--- config.mk ---
export PLATFORM = sky130hd
export DESIGN_NAME = i2c_slave_rx
export DESIGN_NICKNAME = d
export VERILOG_FILES = /design/src/rtl/i2c_pkg.sv /design/src/rtl/i2c_sync.sv /design/src/rtl/i2c_slave_rx.sv
export SDC_FILE = /design/constraint.sdc
export NUM_CORES = 1
export LEC_CHECK = 0
export ABC_AREA = 1
export BUFFER_PORTS_ARGS = -buffer_cell sky130_fd_sc_hd__buf_4
export CAP_MARGIN = 10
export CELL_PAD_IN_SITES_DETAIL_PLACEMENT = 1
export CELL_PAD_IN_SITES_GLOBAL_PLACEMENT = 1
export CORE_MARGIN = 10
export CORE_UTILIZATION = 44
export DETAILED_ROUTE_END_ITERATION = 8
export GPL_TIMING_DRIVEN = 0
export PLACE_DENSITY_LB_ADDON = 0.1
export SYNTH_ARGS = -nofsm -noshare
export SYNTH_HDL_FRONTEND = slang
export SYNTH_HIERARCHICAL = 1
export SYNTH_SLANG_ARGS = --single-unit
--- constraint.sdc ---
create_clock -name clk_i -period 2.2 [get_ports clk_i]
set_input_delay 0.33 -clock clk_i [delete_from_list [all_inputs] [get_ports clk_i]]
set_output_delay 0.33 -clock clk_i [all_outputs]
set_load 0.01 [all_outputs]
--- src/rtl/i2c_pkg.sv ---
// Shared I2C definitions: address width, ACK encoding and the target receiver state enum.
`default_nettype none

package i2c_pkg;

  localparam int   I2C_ADDR_WIDTH = 7;
  localparam logic I2C_ACK        = 1'b0;
  localparam logic I2C_NACK       = 1'b1;

  typedef enum logic [2:0] {
    ST_IDLE      = 3'd0,
    ST_ADDR      = 3'd1,
    ST_ADDR_ACK  = 3'd2,
    ST_DATA      = 3'd3,
    ST_DATA_ACK  = 3'd4,
    ST_WAIT_STOP = 3'd5
  } i2c_slave_state_t;

endpackage

`default_nettype wire

--- src/rtl/i2c_sync.sv ---
// Flop-chain synchroniser for an asynchronous bus line; resets to the idle-high level.
`default_nettype none

module i2c_sync #(
  parameter int STAGES = 2
) (
  input  logic clk,
  input  logic rst_n,
  input  logic d,
  output logic q
);

  logic [STAGES-1:0] chain;

  always_ff @(posedge clk or negedge rst_n) begin
    if (!rst_n) begin
      chain <= '1;
    end else begin
      chain <= {chain[STAGES-2:0], d};
    end
  end

  assign q = chain[STAGES-1];

endmodule

`default_nettype wire

--- src/rtl/i2c_slave_rx.sv ---
// I2C target write receiver: detects START/STOP, ACKs its own write address and
// streams each received data byte out on a valid/ready interface.
`default_nettype none

module i2c_slave_rx
  import i2c_pkg::*;
#(
  parameter int DATA_WIDTH  = 8,
  parameter int ADDR_WIDTH  = I2C_ADDR_WIDTH,
  parameter int SYNC_STAGES = 2
) (
  input  logic                  clk_i,
  input  logic                  a_rst_n_i,
  input  logic                  en_i,
  input  logic [ADDR_WIDTH-1:0] self_addr_i,
  input  logic                  scl_i,
  input  logic                  sda_i,
  output logic                  sda_o,
  output logic                  sda_t,
  output logic [DATA_WIDTH-1:0] data_o,
  output logic                  valid_o,
  input  logic                  ready_i,
  output logic                  busy_o,
  output logic                  addr_hit_o,
  output logic                  overflow_o
);

  localparam int SHIFT_W = (DATA_WIDTH > ADDR_WIDTH + 1) ? DATA_WIDTH : ADDR_WIDTH + 1;
  localparam logic [3:0] CNT_MAX   = 4'(SHIFT_W);
  localparam logic [3:0] ADDR_LAST = 4'(ADDR_WIDTH);
  localparam logic [3:0] DATA_LAST = 4'(DATA_WIDTH - 1);

  logic scl_s, sda_s, scl_d, sda_d;
  logic scl_rise, scl_fall, bus_start, bus_stop;

  i2c_sync #(.STAGES(SYNC_STAGES)) u_scl_sync (
    .clk   (clk_i),
    .rst_n (a_rst_n_i),
    .d     (scl_i),
    .q     (scl_s)
  );

  i2c_sync #(.STAGES(SYNC_STAGES)) u_sda_sync (
    .clk   (clk_i),
    .rst_n (a_rst_n_i),
    .d     (sda_i),
    .q     (sda_s)
  );

  always_ff @(posedge clk_i or negedge a_rst_n_i) begin
    if (!a_rst_n_i) begin
      scl_d <= 1'b1;
      sda_d <= 1'b1;
    end else begin
      scl_d <= scl_s;
      sda_d <= sda_s;
    end
  end

  assign scl_rise  =  scl_s & ~scl_d;
  assign scl_fall  = ~scl_s &  scl_d;
  assign bus_start =  scl_s &  scl_d &  sda_d & ~sda_s;
  assign bus_stop  =  scl_s &  scl_d & ~sda_d &  sda_s;

  i2c_slave_state_t      state, state_nxt;
  logic [3:0]            cnt, cnt_nxt, cnt_inc;
  logic [SHIFT_W-1:0]    shift, shift_nxt, w_byte;
  logic                  sda_t_nxt;
  logic                  ack_arm, ack_arm_nxt;
  logic                  ack_drv, ack_drv_nxt;
  logic [DATA_WIDTH-1:0] data_nxt;
  logic                  valid_nxt, hit_nxt, ovf_nxt;

  assign w_byte  = {shift[SHIFT_W-2:0], sda_s};
  assign cnt_inc = (cnt < CNT_MAX) ? cnt + 4'd1 : cnt;

  always_ff @(posedge clk_i or negedge a_rst_n_i) begin
    if (!a_rst_n_i) begin
      state      <= ST_IDLE;
      cnt        <= '0;
      shift      <= '0;
      sda_t      <= 1'b1;
      ack_arm    <= 1'b0;
      ack_drv    <= 1'b0;
      data_o     <= '0;
      valid_o    <= 1'b0;
      addr_hit_o <= 1'b0;
      overflow_o <= 1'b0;
    end else begin
      state      <= state_nxt;
      cnt        <= cnt_nxt;
      shift      <= shift_nxt;
      sda_t      <= sda_t_nxt;
      ack_arm    <= ack_arm_nxt;
      ack_drv    <= ack_drv_nxt;
      data_o     <= data_nxt;
      valid_o    <= valid_nxt;
      addr_hit_o <= hit_nxt;
      overflow_o <= ovf_nxt;
    end
  end

  always_comb begin
    state_nxt   = state;
    cnt_nxt     = cnt;
    shift_nxt   = shift;
    sda_t_nxt   = sda_t;
    ack_arm_nxt = ack_arm;
    ack_drv_nxt = ack_drv;
    data_nxt    = data_o;
    valid_nxt   = valid_o;
    hit_nxt     = 1'b0;
    ovf_nxt     = 1'b0;

    // The output stream is independent of bus events: a held byte survives START/STOP/disable.
    if (valid_o && ready_i) valid_nxt = 1'b0;

    if (!en_i || bus_stop) begin
      state_nxt   = ST_IDLE;
      sda_t_nxt   = 1'b1;
      ack_arm_nxt = 1'b0;
    end else if (bus_start) begin
      state_nxt   = ST_ADDR;
      cnt_nxt     = '0;
      sda_t_nxt   = 1'b1;
      ack_arm_nxt = 1'b0;
    end else begin
      unique case (state)
        ST_ADDR: begin
          if (scl_rise) begin
            shift_nxt = w_byte;
            cnt_nxt   = cnt_inc;
            if (cnt == ADDR_LAST) begin
              if (w_byte[ADDR_WIDTH:1] == self_addr_i && !w_byte[0]) begin
                state_nxt   = ST_ADDR_ACK;
                ack_drv_nxt = 1'b1;
                hit_nxt     = 1'b1;
              end else begin
                state_nxt = ST_WAIT_STOP;
              end
            end
          end
        end

        ST_DATA: begin
          if (scl_rise) begin
            shift_nxt = w_byte;
            cnt_nxt   = cnt_inc;
            if (cnt == DATA_LAST) begin
              state_nxt = ST_DATA_ACK;
              if (!valid_o) begin
                data_nxt    = w_byte[DATA_WIDTH-1:0];
                valid_nxt   = 1'b1;
                ack_drv_nxt = 1'b1;
              end else begin
                ovf_nxt     = 1'b1;
                ack_drv_nxt = 1'b0;
              end
            end
          end
        end

        // First SCL fall opens the ACK slot, the second one closes it.
        ST_ADDR_ACK, ST_DATA_ACK: begin
          if (scl_fall) begin
            if (!ack_arm) begin
              ack_arm_nxt = 1'b1;
              sda_t_nxt   = ack_drv ? I2C_ACK : I2C_NACK;
            end else begin
              ack_arm_nxt = 1'b0;
              sda_t_nxt   = 1'b1;
              cnt_nxt     = '0;
              state_nxt   = ST_DATA;
            end
          end
        end

        default: ;
      endcase
    end
  end

  assign sda_o  = 1'b0;
  assign busy_o = (state != ST_IDLE);

endmodule

`default_nettype wire

==> impl_metrics.env <==
export IMPL_numPortBuffers=25
export IMPL_cp_required_ps=2380
export IMPL_cp_max_fo=10
export IMPL_min_period_ps=1702
export IMPL_grt_max_degree=35
export IMPL_antenna_found_initial=0
export IMPL_gp_congestion=0.7824
export IMPL_outcome="finished clean"
export IMPL_cts_tree="done"
export IMPL_synth_distinct_cells=27
export IMPL_synth_top_area_share_pct=39.19
export IMPL_netlist_area_sq_um=1724
export IMPL_synth_async_reset_ratio_pct=100.0
export IMPL_start_util_pct=46.40
export IMPL_grt_pass1_wl_um=6955
export IMPL_yosys_top_cells_count="nand2_1, inv_1, dfrtp_1"
export IMPL_diodes=0
export IMPL_rsz0062_at_grt="no"
export IMPL_mappedNetlistNets=229
export IMPL_cts_num_sinks=34
export IMPL_vias=1423
export IMPL_finalCritPeriodShare_pct=77.34
export IMPL_fp_dieArea_sq_um=6823
export IMPL_layout_nets=262
export IMPL_clk_latency_ps=290
export IMPL_drc=0
export IMPL_drive_above_1_share_pct=27.31
export IMPL_r2r_start="u_sda_sync/chain[1]"
export IMPL_maxCapViolations=0
export IMPL_synth_ff_type="dfrtp_1"
export IMPL_worstSetupStartpointType="flop"
export IMPL_hp_class="in2reg"
export IMPL_crit_type="reg2reg"
export IMPL_hold_violations=0
export IMPL_yosys_top_cells_area="dfrtp_1, nand2_1, dfstp_2"
export IMPL_end_kind="flop"
export IMPL_post_cts_setup_buffers=0
export IMPL_p_per_area_nw_per_um2=870.7
export IMPL_die_w_um=82.60
export IMPL_path_clk_slew_ps=70
export IMPL_dp_hpwl_um=3078
export IMPL_ctsRootBufferMaster="clkbuf_8"
export IMPL_drtIter0Drc=54
export IMPL_grt_overflow_total=0
export IMPL_cts_max_level=2
export IMPL_worstPathArrival_ps=1880
export IMPL_endpoint="data_o[2]"
export IMPL_avgRoutedWirePerCell_um=12.96
export IMPL_pre_cts_ws_ps=488.6
export IMPL_rrSetupSlack_ps=500
export IMPL_yosysMostFrequentCell="nand2_1"
export IMPL_fmax_mhz=587.7
export IMPL_num_io_pins=27
export IMPL_r2r_end="data_o[2]"
export IMPL_ir_drop_uv=415.3
export IMPL_crit_start="u_sda_sync/chain[1]"
export IMPL_drtAntennaViolNets=0
export IMPL_drt_wl_total_um=3850
export IMPL_tns_ps=0
export IMPL_dr_pass1_iters=4
export IMPL_r2r_worst_path_cells=10
export IMPL_grt_pass1_vias=1561
export IMPL_die_h_um=82.60
export IMPL_grt_use_total_pct=13.05
export IMPL_postSynthCellCount=215
export IMPL_fin_ws_ps=498.4
export IMPL_fin_worst_skew_ps=6.454
export IMPL_yosysTopAreaCell="dfrtp_1"
export IMPL_setup_viol_count_final=0
export IMPL_num_rows=22
export IMPL_fillers=491
export IMPL_core_sq_um=3716
export IMPL_syn_avg_cell_area_sq_um=8.019
export IMPL_leakage_nw=1.089
export IMPL_slew_viol_final=0
export IMPL_cts_buffers=5
export IMPL_cts_buffer_depth=2
export IMPL_syn2layout_area_growth_pct=20.25
export IMPL_synth_edf_count=0
export IMPL_vias_per_cell=4.791
export IMPL_ys_warn_count=6
export IMPL_yosysSeqAreaShare_pct=49.85
export IMPL_ys_seq_elements=34
## final cells by class
type	instances	area (sq um)	area share, %
flip-flops and latches	34	859.6	41.46
multi-input cells	143	709.4	34.22
repair buffers	26	197.7	9.535
inverters	35	131.4	6.337
clock buffers	7	86.33	4.164
well taps	48	60.06	2.897
plain buffers	3	23.77	1.147
clock inverters	1	5.005	0.2414
## kinds of logic after synthesis
family | synth area share, %
adders and majority gates | 0.7256
DFF | 49.86
AOI/OAI and AO/OA | 8.853
xor gates and xnor gates | 0.5081
and+or+nand+nor | 30.84
other | 0.2175
buffers and inverters | 8.999
## flip-flops by register name, summed over array words and instances, names as in the netlist
signal            count
data_o                8
shift                 7
cnt                   4
state                 3
u_scl_sync/chain      2
u_sda_sync/chain      2
ack_arm               1
ack_drv               1
addr_hit_o            1
overflow_o            1
scl_d                 1
sda_d                 1
sda_t                 1
valid_o               1
## worst max-delay path: stages, from the launching register on
cell and delay [ps]:
dfstp_2 570, inv_2 70, nand2_1 100, nor2_4 70
nor2_8 150, nand2_4 70, nor2_4 110, nand2_2 150
buf_6 200, nand2_2 60, o21ai_2 40
## per-stage QoR
step / power, mW / cell area (sq um) / hold WS, ps / util, % / cells
detailed placement: 1.348 / 1972 / 301.8 / 53.06 / 288
global placement: 1.325 / 1972 / 307.4 / 53.06 / 288
floorplan: 1.176 / 1724 / 34.41 / - / 215
finish: 1.805 / 2073 / 148.6 / 55.79 / 297
CTS: 1.829 / 2073 / 145.4 / 55.79 / 297
global route: 1.972 / 2073 / 139.8 / 55.79 / 297
## layer usage
| layer | part of all wire [%] | routed length [um] | up-vias | global-route usage [%] |
|---|---|---|---|---|
| met5 | 0 | 0 | - | 0 |
| met4 | 1.8 | 69 | 0 | 6.355 |
| met3 | 6.0 | 232 | 8 | 2.916 |
| met2 | 46 | 1758 | 27 | 21.70 |
| met1 | 46 | 1790 | 662 | 15.59 |
| li1 | - | - | 726 | - |
## how the worst min path moves through the flow
stage / slack (ps) / startpoint / cells past startpoint / end
after floorplan: 30 / a_rst_n_i / 0 / ack_arm
after global placement: 310 / a_rst_n_i / 1 / data_o[3]
after detailed placement: 300 / a_rst_n_i / 1 / data_o[3]
after CTS: 150 / sda_i / 1 / u_sda_sync/chain[0]
after global routing: 140 / sda_i / 1 / u_sda_sync/chain[0]
final: 150 / sda_i / 1 / u_sda_sync/chain[0]
## repair_timing
action | in CTS | in global routing
gates resized for setup | 0 | 0
hold buffers | 1 | 0
endpoints found under the hold margin | 17 | 0
## power breakdown
part	total (mW)	internal (mW)	switching [mW]
Clock	0.477	0.252	0.225
Combinational	0.539	0.194	0.345
Sequential	0.789	0.716	0.0730
## cells in the final DEF, fill, tap and decap left out, types with 2 or more instances in the layout
cell and n:
nor3_1 2, a21oi_1 3, dfrtp_1 27, o21ai_2 7
inv_2 5, dfstp_2 7, nand2_2 6, nor2_1 17
nand2_1 69, buf_4 26, inv_1 30, nand4_1 2
nor2_4 2, o21ai_1 7, nand3_2 2, o21ai_0 7
nand2_4 2, nand3_1 10, clkbuf_8 6
(Power assumes the default switching activity.)
